<file path="src/rtl/mem_port_arbiter_pkg.sv">
`default_nettype none
// mem_arb_pkg: shared types for the fetch/data memory port arbiter.  Rev 1.0
package mem_arb_pkg;

   localparam int ARB_ADDR_W = 32;
   localparam int ARB_DATA_W = 32;
   localparam int ARB_BE_W   = ARB_DATA_W / 8;

   typedef enum logic [1:0] {
      IDLE   = 2'd0,
      ACCESS = 2'd1,
      RESP   = 2'd2
   } arb_state_t;

   typedef enum logic {
      PORT_I = 1'b0,
      PORT_D = 1'b1
   } port_id_t;

   typedef struct packed {
      logic                  we;
      logic [ARB_ADDR_W-1:0] addr;
      logic [ARB_DATA_W-1:0] wdata;
      logic [ARB_BE_W-1:0]   byteenable;
      port_id_t              port;
   } req_t;

endpackage
`default_nettype wire

</file>
<file path="src/rtl/mem_port_arbiter_if.sv">
`default_nettype none
// mem_port_arbiter_if: CPU fetch/data handshakes plus the memory-side bus.  Rev 1.0
interface mem_port_arbiter_if #(
   parameter int ADDR_W = 32,
   parameter int DATA_W = 32
);
   logic                  i_req;
   logic [ADDR_W-1:0]     i_addr;
   logic                  i_gnt;
   logic                  i_rvalid;
   logic [DATA_W-1:0]     i_rdata;

   logic                  d_req;
   logic                  d_we;
   logic [ADDR_W-1:0]     d_addr;
   logic [DATA_W-1:0]     d_wdata;
   logic [DATA_W/8-1:0]   d_byteenable;
   logic                  d_gnt;
   logic                  d_rvalid;
   logic [DATA_W-1:0]     d_rdata;

   logic [ADDR_W-1:0]     mem_a;
   logic                  mem_we;
   logic [DATA_W-1:0]     mem_wd;
   logic [DATA_W/8-1:0]   mem_byteenable;
   logic [DATA_W-1:0]     mem_rd;

   logic                  busy;

   modport master (
      input  i_req, i_addr, d_req, d_we, d_addr, d_wdata, d_byteenable, mem_rd,
      output i_gnt, i_rvalid, i_rdata, d_gnt, d_rvalid, d_rdata,
             mem_a, mem_we, mem_wd, mem_byteenable, busy
   );

   modport slave (
      output i_req, i_addr, d_req, d_we, d_addr, d_wdata, d_byteenable, mem_rd,
      input  i_gnt, i_rvalid, i_rdata, d_gnt, d_rvalid, d_rdata,
             mem_a, mem_we, mem_wd, mem_byteenable, busy
   );
endinterface
`default_nettype wire

</file>
<file path="src/rtl/mem_port_arbiter_rr_arb2.sv">
`default_nettype none
// rr_arb2: two-input arbiter, fixed data priority or round-robin on ties.  Rev 1.0
module rr_arb2
   import mem_arb_pkg::*;
#(
   parameter int DATA_PRIORITY = 1
) (
   input  logic clk,
   input  logic reset,
   input  logic en_i,
   input  logic ifetch_req_i,
   input  logic data_req_i,
   output logic ifetch_gnt_o,
   output logic data_gnt_o
);

   port_id_t last_grant_q;
   logic     data_wins_w;

   // On a tie the port that did not win last time goes first unless data is fixed-priority.
   always_comb begin
      data_wins_w  = data_req_i &&
                     (!ifetch_req_i || (DATA_PRIORITY != 0) || (last_grant_q == PORT_I));
      data_gnt_o   = en_i && data_wins_w;
      ifetch_gnt_o = en_i && ifetch_req_i && !data_wins_w;
   end

   always_ff @(posedge clk or posedge reset) begin
      if (reset) begin
         last_grant_q <= PORT_D;
      end else if (data_gnt_o) begin
         last_grant_q <= PORT_D;
      end else if (ifetch_gnt_o) begin
         last_grant_q <= PORT_I;
      end
   end

endmodule
`default_nettype wire

</file>
<file path="src/rtl/mem_port_arbiter.sv">
`default_nettype none
// mem_port_arbiter: shares one registered-read memory between fetch and data ports.  Rev 1.0
module mem_port_arbiter
   import mem_arb_pkg::*;
#(
   parameter int ADDR_W        = 32,
   parameter int DATA_W        = 32,
   parameter int DATA_PRIORITY = 1
) (
   input  logic               clk,
   input  logic               reset,
   mem_port_arbiter_if.master bus
);

   localparam int BE_W = DATA_W / 8;

   arb_state_t state_q;
   req_t       req_q;
   req_t       req_d;
   logic       i_rvalid_q;
   logic       d_rvalid_q;
   logic       i_gnt_w;
   logic       d_gnt_w;
   logic       window_w;
   logic       in_access_w;

   assign window_w    = (state_q != ACCESS);
   assign in_access_w = (state_q == ACCESS);

   rr_arb2 #(
      .DATA_PRIORITY (DATA_PRIORITY)
   ) u_rr_arb2 (
      .clk          (clk),
      .reset        (reset),
      .en_i         (window_w),
      .ifetch_req_i (bus.i_req),
      .data_req_i   (bus.d_req),
      .ifetch_gnt_o (i_gnt_w),
      .data_gnt_o   (d_gnt_w)
   );

   // Fetches keep the previous write data so mem_wd holds its last value.
   always_comb begin
      req_d = req_q;
      if (d_gnt_w) begin
         req_d.we         = bus.d_we;
         req_d.addr       = ARB_ADDR_W'(bus.d_addr);
         req_d.wdata      = ARB_DATA_W'(bus.d_wdata);
         req_d.byteenable = ARB_BE_W'(bus.d_byteenable);
         req_d.port       = PORT_D;
      end else if (i_gnt_w) begin
         req_d.we         = 1'b0;
         req_d.addr       = ARB_ADDR_W'(bus.i_addr);
         req_d.byteenable = '1;
         req_d.port       = PORT_I;
      end
   end

   always_ff @(posedge clk or posedge reset) begin
      if (reset) begin
         state_q    <= IDLE;
         req_q      <= '0;
         i_rvalid_q <= 1'b0;
         d_rvalid_q <= 1'b0;
      end else begin
         i_rvalid_q <= 1'b0;
         d_rvalid_q <= 1'b0;
         case (state_q)
            IDLE, RESP: begin
               if (i_gnt_w || d_gnt_w) begin
                  req_q   <= req_d;
                  state_q <= ACCESS;
               end else begin
                  state_q <= IDLE;
               end
            end
            ACCESS: begin
               state_q    <= RESP;
               i_rvalid_q <= (req_q.port == PORT_I);
               d_rvalid_q <= (req_q.port == PORT_D);
            end
            default: state_q <= IDLE;
         endcase
      end
   end

   assign bus.i_gnt    = i_gnt_w;
   assign bus.d_gnt    = d_gnt_w;
   assign bus.i_rvalid = i_rvalid_q;
   assign bus.d_rvalid = d_rvalid_q;
   assign bus.i_rdata  = i_rvalid_q ? bus.mem_rd : '0;
   assign bus.d_rdata  = d_rvalid_q ? bus.mem_rd : '0;

   // Strobes decode straight from state so an async reset drops them at once.
   assign bus.mem_a          = ADDR_W'(req_q.addr);
   assign bus.mem_wd         = DATA_W'(req_q.wdata);
   assign bus.mem_we         = in_access_w & req_q.we;
   assign bus.mem_byteenable = in_access_w ? BE_W'(req_q.byteenable) : '0;
   assign bus.busy           = (state_q != IDLE);

endmodule
`default_nettype wire

</file>
<file path="src/flat_wrapper.sv">
// flat-port wrapper written by rule: the top's interface ports become plain ports
module mem_port_arbiter_flat import mem_arb_pkg::*;
#(
   parameter int ADDR_W        = 32,
   parameter int DATA_W        = 32,
   parameter int DATA_PRIORITY = 1
)
  (clk, reset, bus_i_req, bus_i_addr, bus_d_req, bus_d_we, bus_d_addr, bus_d_wdata, bus_d_byteenable, bus_mem_rd, bus_i_gnt, bus_i_rvalid, bus_i_rdata, bus_d_gnt, bus_d_rvalid, bus_d_rdata, bus_mem_a, bus_mem_we, bus_mem_wd, bus_mem_byteenable, bus_busy);
  mem_port_arbiter_if #(.ADDR_W(ADDR_W), .DATA_W(DATA_W)) bus_i ();
  input  logic clk;
  input  logic reset;
  input wire logic [$bits(bus_i.i_req)-1:0] bus_i_req;
  input wire logic [$bits(bus_i.i_addr)-1:0] bus_i_addr;
  input wire logic [$bits(bus_i.d_req)-1:0] bus_d_req;
  input wire logic [$bits(bus_i.d_we)-1:0] bus_d_we;
  input wire logic [$bits(bus_i.d_addr)-1:0] bus_d_addr;
  input wire logic [$bits(bus_i.d_wdata)-1:0] bus_d_wdata;
  input wire logic [$bits(bus_i.d_byteenable)-1:0] bus_d_byteenable;
  input wire logic [$bits(bus_i.mem_rd)-1:0] bus_mem_rd;
  output wire logic [$bits(bus_i.i_gnt)-1:0] bus_i_gnt;
  output wire logic [$bits(bus_i.i_rvalid)-1:0] bus_i_rvalid;
  output wire logic [$bits(bus_i.i_rdata)-1:0] bus_i_rdata;
  output wire logic [$bits(bus_i.d_gnt)-1:0] bus_d_gnt;
  output wire logic [$bits(bus_i.d_rvalid)-1:0] bus_d_rvalid;
  output wire logic [$bits(bus_i.d_rdata)-1:0] bus_d_rdata;
  output wire logic [$bits(bus_i.mem_a)-1:0] bus_mem_a;
  output wire logic [$bits(bus_i.mem_we)-1:0] bus_mem_we;
  output wire logic [$bits(bus_i.mem_wd)-1:0] bus_mem_wd;
  output wire logic [$bits(bus_i.mem_byteenable)-1:0] bus_mem_byteenable;
  output wire logic [$bits(bus_i.busy)-1:0] bus_busy;
  assign bus_i.i_req = bus_i_req;
  assign bus_i.i_addr = bus_i_addr;
  assign bus_i.d_req = bus_d_req;
  assign bus_i.d_we = bus_d_we;
  assign bus_i.d_addr = bus_d_addr;
  assign bus_i.d_wdata = bus_d_wdata;
  assign bus_i.d_byteenable = bus_d_byteenable;
  assign bus_i.mem_rd = bus_mem_rd;
  assign bus_i_gnt = bus_i.i_gnt;
  assign bus_i_rvalid = bus_i.i_rvalid;
  assign bus_i_rdata = bus_i.i_rdata;
  assign bus_d_gnt = bus_i.d_gnt;
  assign bus_d_rvalid = bus_i.d_rvalid;
  assign bus_d_rdata = bus_i.d_rdata;
  assign bus_mem_a = bus_i.mem_a;
  assign bus_mem_we = bus_i.mem_we;
  assign bus_mem_wd = bus_i.mem_wd;
  assign bus_mem_byteenable = bus_i.mem_byteenable;
  assign bus_busy = bus_i.busy;
  mem_port_arbiter #(.ADDR_W(ADDR_W), .DATA_W(DATA_W), .DATA_PRIORITY(DATA_PRIORITY)) u_core (.clk(clk), .reset(reset), .bus(bus_i));
endmodule
</file>
<file path="config.mk">
export PLATFORM = sky130hd
export DESIGN_NAME = mem_port_arbiter_flat
export DESIGN_NICKNAME = d
export VERILOG_FILES = /design/src/rtl/mem_port_arbiter_pkg.sv /design/src/rtl/mem_port_arbiter_if.sv /design/src/rtl/mem_port_arbiter_rr_arb2.sv /design/src/rtl/mem_port_arbiter.sv /design/src/flat_wrapper.sv
export SDC_FILE = /design/constraint.sdc
export NUM_CORES = 1
export LEC_CHECK = 0
export CORE_MARGIN = 5
export CORE_UTILIZATION = 39
export CTS_CLUSTER_DIAMETER = 150
export DETAILED_ROUTE_END_ITERATION = 8
export GPL_TIMING_DRIVEN = 0
export PLACE_DENSITY = 0.87
export SYNTH_ARGS = -nofsm -noshare
export SYNTH_HDL_FRONTEND = slang
export SYNTH_SLANG_ARGS = --single-unit
</file>
<file path="constraint.sdc">
create_clock -name clk -period 5.2 [get_ports clk]
set_input_delay 0.78 -clock clk [delete_from_list [all_inputs] [get_ports clk]]
set_output_delay 0.78 -clock clk [all_outputs]
set_load 0.02 [all_outputs]
</file>
==> results of run 1 <==
through the flow:
stage          cells  hold WS, ns  total power, W
5_1_grt          838        0.466         0.00233
4_1_cts          837        0.460         0.00225
2_1_floorplan    411        0.417         0.00127
3_5_place_dp     821        0.453         0.00174
3_3_place_gp     821        0.431         0.00172
6_report         838        0.462         0.00222
state kept, by name, indices dropped and copies added, names as in the netlist:
| name | count |
|---|---|
| u_core.bus.mem_a | 32 |
| u_core.bus.mem_wd | 32 |
| u_core.req_q | 6 |
| u_core.state_q | 2 |
| u_core.bus.d_rvalid | 1 |
| u_core.bus.i_rvalid | 1 |
critical path: stages:
cell and delay [ns]:
clkdlybuf4s50_1 0.51, nor2b_1 0.13, buf_2 0.18, buf_2 0.23
nor2b_1 0.15, clkdlybuf4s50_1 0.63
cell type report:
class                   instances  area [µm²]  share of cell area (%)
flip-flops and latches         74        1850                    25.5
inverters                      66         250                    3.45
well taps                     136         170                    2.34
multi-input cells             182        1370                    18.8
diodes                          1        2.50                  0.0345
plain buffers                  89         657                    9.05
repair buffers                274        2740                    37.8
clock buffers                  11         131                    1.81
clock inverters                 5        86.3                    1.19
power breakdown:
part           switching (W)  total (W)  internal [W]  leakage (nW)
combinational       0.000428   0.000986      0.000557          2.36
sequential         0.0000593   0.000740      0.000681         0.842
clock               0.000221   0.000495      0.000274         0.108
layer usage:
metal	vias to the layer above	share of wire [%]
li1	1844	-
met1	1882	37
met2	194	52
met3	22	8.7
met4	0	1.7
met5	-	0
cell usage in the layout, fill, tap and decap left out:
cell	netlist	layout
clkdlybuf4s50_1	0	274
dfrtp_1	74	74
and2_1	70	70
buf_4	66	66
inv_1	66	65
nor2_1	32	32
a222oi_1	32	32
mux2_2	26	26
clkbuf_1	8	10
buf_6	9	9
clkbuf_8	0	9
buf_2	6	6
mux2_1	6	6
nor2b_1	5	5
o22a_1	4	4
nand2b_1	2	2
clkinv_4	0	2
bufinv_16	0	2
diode_2	0	1
nor2b_4	1	1
o21bai_2	1	1
or2_2	1	1
inv_4	0	1
a22o_1	1	1
a21o_1	1	1
inv_6	0	1
worst paths after layout:
| kind | slack (ns) | end | depth (start not counted) |
|---|---|---|---|
| max | 1.80 | bus_i_gnt | 6 |
| min | 0.46 | u_core.bus.i_rvalid | 1 |
| max reg2reg | 3.81 | u_core.bus.mem_a[16] | 4 |
| min reg2reg | 0.46 | u_core.bus.i_rvalid | 1 |
| max in group asynchronous | 3.62 | u_core.bus.d_rvalid | 2 |
| min in group asynchronous | 0.99 | u_core.bus.mem_a[1] | 2 |
cells by family after synthesis:
| family | Yosys count | share of synthesized area (%) |
|---|---|---|
| flip-flops | 74 | 44.9 |
| AND/OR/NAND/NOR | 111 | 15.1 |
| multiplexers | 32 | 8.74 |
| AO/OA/AOI/OAI | 39 | 9.29 |
| buffers and inverters | 155 | 21.9 |
==> flow_metrics.py, run 1 <==
metrics = {
    "final_layout": {
        "drive_above_1_share_pct": 17.8,
        "utilization_pct": 70.3,
        "post-route-cell-area_um2": 7260,
        "syn2layout_area_growth_pct": 76.1,
        "nFillCells": 738,
        "layout.nets": 833,
    },
    "synthesis": {
        "synth_common_cells": "74 x dfrtp_1, 70 x and2_1, 66 x buf_4, 66 x inv_1",
        "syn_nets": 548,
        "syn_area_um2": 4120,
        "synth.most_common_cell": "dfrtp_1",
        "ys_warn_count": 0,
        "yosys.area.top_type": "dfrtp_1",
        "synthFlopType": "dfrtp_1",
        "synth_seq_area_share_pct": 44.9,
        "syn_area_per_cell_um2": 10.0,
        "ys_seq_elements": 74,
        "synthTopCellsByArea": "dfrtp_1 45%, buf_4 12%, and2_1 11%, a222oi_1 7.8%, mux2_2 7.1%",
        "yosys.area.top_type_share_pct": 44.9,
        "synth.distinct_cells": 19,
        "synth-edff-count": 0,
        "synth-async-reset-ratio_pct": 100,
        "syn_inst": 411,
    },
    "floorplanning": {
        "rows": 37,
        "die_h_um": 113,
        "start_util_pct": 39.9,
        "io_pins": 275,
        "core_um2": 10300,
        "die_x_um": 113,
        "fp.dieArea_um2": 12700,
    },
    "detailed_routing": {
        "antenna_left": 0,
        "vias": 3942,
        "via_per_inst": 4.70,
        "first_pass_iters": 7,
        "routed_wl_um": 14600,
        "drc_errors": 0,
        "wl_per_cell_um": 17.4,
        "drt-initial-drc-count": 370,
    },
    "cts": {
        "cts_resized": 0,
        "ctsLongestPathBuffers": 2,
        "cts_root_buf": "clkbuf_8",
        "cts_made_buffers": 9,
        "cts.sink_count": 74,
        "clkLatencyLatePin_ns": 0.35,
        "cts_tree": "built",
        "clk_pin_slew_worst_paths_ns": 0.07,
        "cts-hold-fix-buffers": 0,
        "cts-htree-levels": 3,
        "postCtsSetupBuffers": 0,
    },
    "critical_path": {
        "arrival_ns": 2.62,
        "reg2reg_from": "u_core.state_q[0]",
        "cp-start-kind": "primary input",
        "startpoint": "bus_i_req",
        "path_max_fanout": 10,
        "end_kind": "output pin",
        "critical_path_required_ns": 4.42,
        "timing.setup.critical_path_class": "in2out",
    },
    "min_path": {
        "min-delay-path-class": "reg2reg",
        "min_from": "u_core.req_q[0]",
    },
    "global_route": {
        "gr-usage-met2_pct": 40.5,
        "grt_pass1_vias": 4054,
        "grt_overflow": 0,
        "top_usage_layer": "met2",
        "grtUsageMet1_pct": 24.3,
        "antenna_found_initial": 1,
        "grt_pass1_wl_um": 22000,
        "grt_usage_pct": 21.9,
        "grt_max_degree": 75,
        "grtUsageMet3_pct": 6.68,
    },
    "placement": {
        "placed_area_um2": 7040,
        "dp_hpwl_um": 12000,
        "io_buffers": 274,
        "globalplace.congestion": 0.949,
        "pre_cts_slack_ns": 1.80,
    },
    "power_and_ir_drop": {
        "irDropWorstVdd_mv": 0.213,
        "p_leak_nw": 3.31,
        "power_density_nw_per_um2": 306,
    },
    "sta": {
        "fmax_mhz": 294,
        "tightest_slew_ns": 0.909,
        "hold_viol_final": 0,
        "fin_tns_setup_ns": 0,
        "finClkSkew_ns": 0.0190,
        "slew_viol_final": 0,
        "setup_violations": 0,
        "relSlewSlack_pct": 39.4,
        "min_period_over_period_pct": 65.4,
        "rsz0062_at_grt": "no",
        "layout_setup_ws_ns": 1.80,
        "final_period_minus_worst_setup_slack_ns": 3.40,
    },
    "flow_run": {
        "max_cap_violations": 0,
    },
    "status": {
        "status": "finished, final reports clean",
    },
}
Power figures use the tool's default switching activity.
==> run 2: changes to the inputs <==
CORE_UTILIZATION = 36   (was 39)
PLACE_DENSITY = 0.81   (was 0.87)
clock period = 3.55 ns   (was 5.2 ns; I/O delays follow)
==> flow_metrics.py, run 2 (synthesis gave the netlist of run 1 again) <==
metrics = {
    "sta": {
        "rsz0062_at_grt": "no",
        "fmax_mhz": 335,
        "min_period_over_period_pct": 84.1,
        "relSlewSlack_pct": 66.7,
        "hold_viol_final": 0,
        "slew_viol_final": 0,
        "finClkSkew_ns": 0.00533,
        "setup_violations": 0,
        "final_period_minus_worst_setup_slack_ns": 2.99,
        "tightest_slew_ns": 0.500,
        "layout_setup_ws_ns": 0.564,
    },
    "floorplanning": {
        "start_util_pct": 36.4,
        "die_x_um": 117,
        "die_h_um": 117,
        "core_um2": 11300,
        "rows": 39,
        "io_pins": 275,
        "fp.dieArea_um2": 13700,
    },
    "final_layout": {
        "drive_above_1_share_pct": 18.1,
        "nFillCells": 912,
        "utilization_pct": 65.2,
        "post-route-cell-area_um2": 7380,
        "multi_input_area_um2": 1370,
        "final-seq-area_um2": 1850,
        "final_common_cell": "clkdlybuf4s50_1",
        "layout.nets": 834,
        "syn2layout_area_growth_pct": 79.1,
        "layout.cells.most_common_list": "274 x clkdlybuf4s50_1, 74 x dfrtp_1, 70 x and2_1",
    },
    "placement": {
        "globalplace.congestion": 0.953,
        "placed_area_um2": 7070,
        "dp_hpwl_um": 12200,
        "pre_cts_slack_ns": 0.601,
        "io_buffers": 274,
    },
    "cts": {
        "clkLatencyLatePin_ns": 0.32,
        "cts-hold-fix-buffers": 0,
        "cts-htree-levels": 3,
        "clk_pin_slew_worst_paths_ns": 0.05,
        "cts_tree": "built",
        "ctsLongestPathBuffers": 2,
        "cts_root_buf": "clkbuf_16",
        "cts_made_buffers": 9,
        "postCtsSetupBuffers": 0,
        "cts.sink_count": 74,
        "cts_resized": 0,
    },
    "detailed_routing": {
        "drc_errors": 0,
        "via_per_inst": 4.61,
        "antenna_left": 0,
        "wl_per_cell_um": 17.5,
        "drt-initial-drc-count": 325,
        "routed_wl_um": 14800,
        "first_pass_iters": 6,
        "vias": 3903,
    },
    "global_route": {
        "grt_pass1_vias": 4150,
        "grt_overflow": 0,
        "grt_max_degree": 53,
        "grt_usage_pct": 20.6,
        "antenna_found_initial": 1,
        "grt_pass1_wl_um": 21600,
    },
    "status": {
        "status": "finished, final reports clean",
    },
    "critical_path": {
        "end_kind": "output pin",
        "arrival_ns": 2.45,
        "cp-start-kind": "primary input",
        "path_max_fanout": 10,
        "timing.setup.critical_path_class": "in2out",
        "critical_path_required_ns": 3.02,
    },
    "min_path": {
        "min-delay-path-class": "reg2reg",
    },
    "flow_run": {
        "max_cap_violations": 0,
    },
    "power_and_ir_drop": {
        "p_leak_nw": 3.35,
        "power_density_nw_per_um2": 468,
        "irDropWorstVdd_mv": 0.300,
    },
}
==> run 2: worst max-delay path: stages <==
cell,delay [ns]
clkdlybuf4s50_1,0.52
nor2b_1,0.15
buf_2,0.19
buf_2,0.24
nor2b_1,0.15
clkdlybuf4s50_1,0.66
==> run 2: final timing paths <==
| kind | from | to | slack, ns | cells after the start |
|---|---|---|---|---|
| setup / recovery | bus_d_req | bus_i_gnt | 0.56 | 6 |
| hold / removal | u_core.req_q[0] | u_core.bus.i_rvalid | 0.44 | 1 |
| setup reg to reg | u_core.state_q[0] | u_core.bus.mem_a[28] | 2.09 | 4 |
| hold reg to reg | u_core.req_q[0] | u_core.bus.i_rvalid | 0.44 | 1 |
| max in group asynchronous | reset | u_core.bus.mem_a[20] | 2.45 | 3 |
| min in group asynchronous | reset | u_core.bus.mem_a[9] | 0.54 | 2 |
==> run 2: through the flow <==
| stage | power, W | TNS, ns | std cells | hold slack [ns] |
|---|---|---|---|---|
| finish | 0.00345 | 0 | 846 | 0.437 |
| detailed placement | 0.00256 | 0 | 829 | 0.433 |
| CTS | 0.00349 | 0 | 845 | 0.440 |
| floorplan | 0.00187 | 0 | 411 | 0.417 |
| global placement | 0.00253 | -5.45 | 828 | 0.431 |
| global route | 0.00363 | 0 | 846 | 0.467 |
==> run 2: metal layers <==
layer / global-route usage, % / routed length [µm]
met1: 22.7 / 5530
met2: 37.5 / 7510
met3: 5.96 / 1400
met4: 7.34 / 397
met5: 0 / 0
==> run 2: area by class of cell <==
cell class                      count  share of cell area, %
Antenna cell                        1                 0.0339
Buffer                             89                   8.90
Clock buffer                       11                   3.29
Sequential cell                    74                   25.1
Multi-Input combinational cell    182                   18.5
Timing Repair Buffer              275                   37.5
Tap cell                          143                   2.42
Clock inverter                      5                  0.831
Inverter                           66                   3.39
==> run 2: where the power goes <==
group / leakage [nW] / switching (W) / internal [W]
Combinational: 2.37 / 0.000630 / 0.000820
Sequential: 0.842 / 0.0000879 / 0.000999
Clock: 0.138 / 0.000351 / 0.000566
==> run 3: changes to the inputs <==
CORE_UTILIZATION = 33   (was 36)
PLACE_DENSITY = 0.78   (was 0.81)
clock period = 2.4 ns   (was 3.55 ns; I/O delays follow)
==> flow_metrics.py, run 3 (synthesis gave the netlist of run 1 again) <==
metrics = {
    "cts": {
        "clkLatencyLatePin_ns": 0.33,
        "ctsLongestPathBuffers": 2,
        "clk_pin_slew_worst_paths_ns": 0.06,
        "cts-htree-levels": 3,
        "cts_tree": "built",
        "postCtsSetupBuffers": 0,
        "cts.sink_count": 74,
        "cts_made_buffers": 9,
        "cts_root_buf": "clkbuf_16",
    },
    "final_layout": {
        "layout.cells.most_common_list": "268 x clkdlybuf4s50_1, 74 x dfrtp_1, 70 x and2_1",
        "final_common_cell": "clkdlybuf4s50_1",
        "nFillCells": 1031,
        "layout.nets": 834,
        "diodes": 0,
        "utilization_pct": 61.2,
        "drive_above_1_share_pct": 18.4,
        "syn2layout_area_growth_pct": 79.9,
    },
    "detailed_routing": {
        "via_per_inst": 4.51,
        "first_pass_iters": 8,
        "vias": 3927,
        "antenna_left": 0,
        "highest_layer": "met4",
        "drt-initial-drc-count": 322,
        "wl_met2_um": 7440,
        "routed_wl_um": 14600,
        "drc_errors": 0,
        "wl_met1_um": 5390,
        "wl_per_cell_um": 16.7,
        "met3_length_um": 1470,
    },
    "critical_path": {
        "cp-start-kind": "flop",
        "end_kind": "output pin",
        "timing.setup.critical_path_class": "reg2out",
        "arrival_ns": 1.93,
        "path_max_fanout": 10,
        "critical_path_required_ns": 2.04,
    },
    "placement": {
        "dp_hpwl_um": 11900,
        "io_buffers": 274,
        "globalplace.congestion": 0.882,
    },
    "global_route": {
        "grt_max_degree": 58,
        "grt_pass1_wl_um": 22100,
        "antenna_found_initial": 0,
        "grt_overflow": 0,
        "grt_pass1_vias": 4203,
        "grt_usage_pct": 18.8,
    },
    "sta": {
        "fmax_mhz": 437,
        "hold_viol_final": 0,
        "relSlewSlack_pct": 68.1,
        "final_period_minus_worst_setup_slack_ns": 2.29,
        "slew_viol_final": 0,
        "finClkSkew_ns": 0.00704,
        "tightest_slew_ns": 0.479,
        "min_period_over_period_pct": 95.3,
        "rsz0062_at_grt": "no",
        "fin_tns_setup_ns": 0,
        "setup_violations": 0,
    },
    "floorplanning": {
        "core_um2": 12100,
        "die_h_um": 122,
        "fp.dieArea_um2": 14800,
        "io_pins": 275,
        "rows": 40,
        "start_util_pct": 34.0,
        "die_x_um": 122,
    },
    "power_and_ir_drop": {
        "total_power_w": 0.00509,
        "p_leak_nw": 3.44,
        "irDropWorstVdd_mv": 0.387,
        "power_density_nw_per_um2": 687,
    },
    "status": {
        "status": "finished, final reports clean",
    },
    "flow_run": {
        "max_cap_violations": 0,
    },
    "min_path": {
        "min-delay-path-class": "in2async",
    },
}
run 3: cell type report:
| type | count | area [µm²] | area share, % |
|---|---|---|---|
| Timing Repair Buffer | 275 | 2780 | 37.5 |
| Sequential cell | 74 | 1850 | 25.0 |
| Multi-Input combinational cell | 182 | 1370 | 18.4 |
| Buffer | 89 | 657 | 8.86 |
| Inverter | 66 | 250 | 3.37 |
| Clock buffer | 10 | 239 | 3.22 |
| Tap cell | 168 | 210 | 2.83 |
| Clock inverter | 6 | 65.1 | 0.877 |
run 3: power breakdown:
| group | internal, W | switching, W | total, W |
|---|---|---|---|
| clock | 0.000835 | 0.000515 | 0.00135 |
| sequential | 0.00148 | 0.000130 | 0.00161 |
| combinational | 0.00121 | 0.000926 | 0.00213 |
run 3: path summary, 6_finish.rpt:
path | start | to | slack, ns | depth (start not counted)
min in group clk | u_core.req_q[0] | u_core.bus.i_rvalid | 0.45 | 1
min reg2reg | u_core.req_q[0] | u_core.bus.i_rvalid | 0.45 | 1
max | u_core.state_q[0] | bus_busy | 0.11 | 4
max reg2reg | u_core.state_q[0] | u_core.bus.mem_a[0] | 0.99 | 4
max in group asynchronous | reset | u_core.bus.mem_a[6] | 1.51 | 3
min | reset | u_core.bus.mem_wd[25] | 0.32 | 2
run 3: layer usage:
layer	global-route usage [%]	vias up
li1	-	1844
met1	20.5	1854
met2	34.2	208
met3	6.82	21
met4	5.39	0
met5	0	-
run 3: what timing repair did:
| item | 4_1_cts | 5_1_grt |
|---|---|---|
| endpoints found under the setup margin | 1 | 6 |
| hold buffers | 0 | 0 |
| gates resized for setup | 1 | 7 |
run 3: worst max-delay path, stage by stage (launching register included):
cell and delay, ns:
dfrtp_1 0.41, buf_6 0.15, buf_2 0.17, or2_2 0.31
clkdlybuf4s50_1 0.56
run 3: stage by stage:
step	instance area, µm²	instances	worst slack [ns]	hold WS, ns
after floorplan	4120	411	0.158	0.417
after global placement	7070	853	-1.08	0.431
after CTS	7410	870	0.0447	0.320
final	7420	870	0.112	0.322
after global routing	7420	870	0.00151	0.361
after detailed placement	7100	854	-0.195	0.446
